<file path="config.mk">
export PLATFORM = sky130hd
export DESIGN_NAME = inst_encoder
export DESIGN_NICKNAME = d
export VERILOG_FILES = /design/src/rtl/inst_encoder.sv
export SDC_FILE = /design/constraint.sdc
export NUM_CORES = 1
export LEC_CHECK = 0
export ABC_AREA = 1
export BUFFER_PORTS_ARGS = -buffer_cell sky130_fd_sc_hd__buf_2
export CELL_PAD_IN_SITES_DETAIL_PLACEMENT = 0
export CELL_PAD_IN_SITES_GLOBAL_PLACEMENT = 2
export CORE_MARGIN = 1.5
export CORE_UTILIZATION = 26
export DETAILED_ROUTE_END_ITERATION = 12
export GPL_ROUTABILITY_DRIVEN = 1
export PLACE_DENSITY_LB_ADDON = 0.1
export RECOVER_POWER = 25
export SYNTH_ARGS = -nofsm -noshare
export SYNTH_HDL_FRONTEND = slang
export SYNTH_SLANG_ARGS = --single-unit
</file>
<file path="constraint.sdc">
create_clock -name clk -period 2 [get_ports clk]
set_input_delay 0.2 -clock clk [delete_from_list [all_inputs] [get_ports clk]]
set_output_delay 0.2 -clock clk [all_outputs]
set_load 0.03 [all_outputs]
</file>
<file path="src/rtl/inst_encoder.sv">
// MIPS32 instruction encoder: turns one request (R/I/J/LI/NOP) into one or two
// encoded words on a valid/ready output stream, counting every word handed off.
module inst_encoder (
  input  logic        clk,
  input  logic        rst,
  input  logic        in_valid,
  output logic        in_ready,
  input  logic [2:0]  in_kind,
  input  logic [5:0]  in_op,
  input  logic [5:0]  in_funct,
  input  logic [4:0]  in_rs,
  input  logic [4:0]  in_rt,
  input  logic [4:0]  in_rd,
  input  logic [4:0]  in_sa,
  input  logic [31:0] in_imm,
  output logic        out_valid,
  input  logic        out_ready,
  output logic [31:0] out_inst,
  output logic        out_last,
  output logic        busy,
  output logic        err,
  output logic [15:0] count
);

  // Handshake: a transfer happens on a rising edge where valid && ready are
  // both high; a producer holds its payload stable until that edge.
  typedef enum logic [1:0] {
    IDLE  = 2'd0,
    EMIT1 = 2'd1,
    EMIT2 = 2'd2
  } state_t;

  state_t      state;
  logic [31:0] second_q;
  logic [31:0] first_word;
  logic [31:0] second_word;
  logic        two_word;
  logic        illegal;
  logic        accept;
  logic        handoff;

  assign in_ready = (state == IDLE) || (state == EMIT1 && out_ready);
  assign accept   = in_valid && in_ready;
  assign handoff  = out_valid && out_ready;
  assign busy     = (state != IDLE);

  always_comb begin
    first_word  = 32'h0;
    second_word = {6'b001101, in_rt, in_rt, in_imm[15:0]};
    two_word    = 1'b0;
    illegal     = 1'b0;
    case (in_kind)
      3'd0: first_word = {6'b000000, in_rs, in_rt, in_rd, in_sa, in_funct};
      3'd1: first_word = {in_op, in_rs, in_rt, in_imm[15:0]};
      3'd2: first_word = {in_op, in_imm[25:0]};
      3'd3: begin
        // LI collapses to one instruction whenever one half is zero.
        if (in_imm[31:16] == 16'h0) begin
          first_word = {6'b001101, 5'd0, in_rt, in_imm[15:0]};
        end else if (in_imm[15:0] == 16'h0) begin
          first_word = {6'b001111, 5'd0, in_rt, in_imm[31:16]};
        end else begin
          first_word = {6'b001111, 5'd0, in_rt, in_imm[31:16]};
          two_word   = 1'b1;
        end
      end
      3'd4:    first_word = 32'h0;
      default: illegal = 1'b1;
    endcase
  end

  always_ff @(posedge clk or posedge rst) begin
    if (rst) begin
      state     <= IDLE;
      out_valid <= 1'b0;
      out_inst  <= 32'h0;
      out_last  <= 1'b0;
      err       <= 1'b0;
      count     <= 16'h0;
      second_q  <= 32'h0;
    end else begin
      err <= 1'b0;
      if (handoff) begin
        count <= count + 16'd1;
      end
      if (accept) begin
        if (illegal) begin
          state     <= IDLE;
          out_valid <= 1'b0;
          out_last  <= 1'b0;
          err       <= 1'b1;
        end else if (two_word) begin
          state     <= EMIT2;
          out_valid <= 1'b1;
          out_inst  <= first_word;
          out_last  <= 1'b0;
          second_q  <= second_word;
        end else begin
          state     <= EMIT1;
          out_valid <= 1'b1;
          out_inst  <= first_word;
          out_last  <= 1'b1;
        end
      end else if (handoff) begin
        if (state == EMIT2) begin
          state    <= EMIT1;
          out_inst <= second_q;
          out_last <= 1'b1;
        end else begin
          state     <= IDLE;
          out_valid <= 1'b0;
          out_last  <= 1'b0;
        end
      end
    end
  end

endmodule

</file>
==> metrics <==
Post-Syn Area=4020 µm²; H-tree levels=3; RR Startpoint=out_valid; Mapped Nets=562; Via-to-Cell Ratio=4.59; Slew Limit Fails=0; Initial Utilization=26.5%; WL final=13500 µm; ys async rst share=100%; min-delay src=in_op[4]; die height=127 µm; Std-Cell Rows=45; CP most frequent cell=nand2_1; Routed Antenna Nets=0; leading cell type in the layout, fill and taps excluded=nand2_1; vias in the first global route=3836; Clock Skews=0.00756 ns; top cells by area, synth=dfrtp_1, nand2_1, inv_1; EDFF count, synth=0; first-pass GRT wire length=21600 µm; worst path cell trace=nand2_1 > nor2_1 > nand3_2 > nor2_4 > nand2_2 > nor3_4 > nand2_1 > nand2_1 > nand2_1; critical path type=reg2reg; Tot GR Track Use=17.6%; Synth area leader=dfrtp_1; vias=3731; grt total ovfl=0; CTS Sinks=74; slowest CP cell=dfrtp_1; dpl cells=797; initial antenna violation count=0; top-area cell type share of the netlist area=46.1%; layout cell share with drive strength beyond 1=27.8%; worst-margin pin slew=1.22 ns; nets@finish=693; Peak VDD IR=0.429 mV; detailed-placement wirelength estimate=9990 µm; Critical Path RT=2.24 ns; Pwr Density=1240 nW/µm²; largest net degree at the start of global routing=35; CP peak stage delay=0.36 ns; critical path fanouts, max=7; total power=6410 µW; RSZ-0062 raised after global routing=false; IO Port Bufs=123; sequential area share after synthesis=46.1%; area delta synth->final=28.4%; post-CTS resize count=0; Netlist cell types=34; yosys warns=0; Worst-Skew Late Latency=0.34 ns; period utilization=84.6%; hold-fix buffers at CTS=1; Clock Tree Buf Depth=2; RD Place Congestion=0.743; hold path depth=2; Finished Layout Cells=813; Cells after Synth=490; Initial DRC Count=145; Root Driver=clkbuf_16; I/O pin cnt=124; Filler cells=1675; CP Launch Type=register; worst min-delay path class=in2reg; Die Area=16200 µm²; most frequent cells in the layout=nand2_1, buf_2, dfrtp_1; Place WS=0.318 ns; Finish-stage setup viols=0; Synth Register Bits=74; final setup TNS=0 ns; relative slew slack=18.0%; final hold vios=0; # Post-CTS Setup Buffers=0; ant diodes=0; arrival time worst endpoint=1.93 ns; WL per Instance=16.6 µm; static leakage=0.00270 µW; CTS clk-pin slew, worst paths=0.06 ns; endpoint class of the critical path=register; most common flop cell mapped by yosys=dfrtp_1; CTS buffer count=9; max-cap viol count=0; FF-to-FF path depth=9; Max Fclk=0.591 GHz; Mapped Avg Cell Area=8.20 µm²; chip width=127 µm; first-pass iteration count of the detailed router=4; DRC violations left=0; CP startpoint=out_valid; Tmin final=1.69 ns; Core Area=15100 µm²; TritonCTS clock tree=done; Setup WS post-layout=0.307 ns; status=finished clean
## logic make-up (layout without fill, tap and decap cells)
kind of cell / after synthesis / count (layout) / share of synthesized area (%)
AND/OR/NAND/NOR: 240 / 240 / 27.4
AO/OA/AOI/OAI: 86 / 86 / 14.9
buffers and inverters: 77 / 212 / 8.63
flip-flops: 74 / 74 / 46.1
XOR/XNOR: 12 / 12 / 2.62
adder cells (fa/ha/maj): 1 / 1 / 0.311
## cell type report
type	instances	area, µm²	share of cell area [%]
Tap cell	188	235	4.56
Multi-Input combinational cell	339	1800	34.9
Sequential cell	74	1850	35.9
Inverter	62	234	4.54
Timing Repair Buffer	135	741	14.4
Clock buffer	10	239	4.63
Clock inverter	5	55.1	1.07
## routing by layer
metal	vias to the layer above	wire (µm)	track usage [%]
met1	1766	6670	24.9
met3	11	681	2.64
li1	1853	-	-
met5	-	0	0
met2	101	5930	27.3
met4	0	192	6.62
## cells in the mapped netlist, types with 5 or more instances
cell type,number
dfrtp_1,74
nor2_4,8
buf_2,7
o21ai_2,21
buf_6,6
o21ai_0,23
inv_2,6
a22oi_1,16
a21oi_1,6
nand2_1,144
xor2_1,8
nand4_1,6
nand3_1,33
nor2_1,31
a22o_1,5
inv_1,56
## power by group
group          internal, µW  switching, µW
Combinational           717           1640
Clock                   989            666
Sequential             2050            354
Total                  3750           2660
## through the flow
step	util [%]	area, µm²	hold WS, ns
after floorplan	-	4020	0.342
after global placement	32.4	4900	0.307
after detailed placement	32.4	4900	0.303
after CTS	34.4	5210	0.0901
after global routing	34.1	5160	0.108
final	34.1	5160	0.104
## path summary, 6_finish.rpt
check / endpoint / slack [ns]
max: count[12] / 0.31
min: out_inst[30] / 0.10
max reg2reg: count[12] / 0.31
min reg2reg: count[15] / 0.47
max in group asynchronous: out_inst[3] / 0.52
min in group asynchronous: out_inst[10] / 0.64
## critical path: cells and delay by family, from the launching register on
family        cells  cell delay (ns)
simple gates      9             1.23
flops             1             0.36
## sequential cells by signal (all words and copies together), names as in the netlist
name       flops
count         16
err            1
out_inst      32
out_last       1
out_valid      1
second_q      22
state          1
No activity file was read; power rests on OpenSTA's default activity.
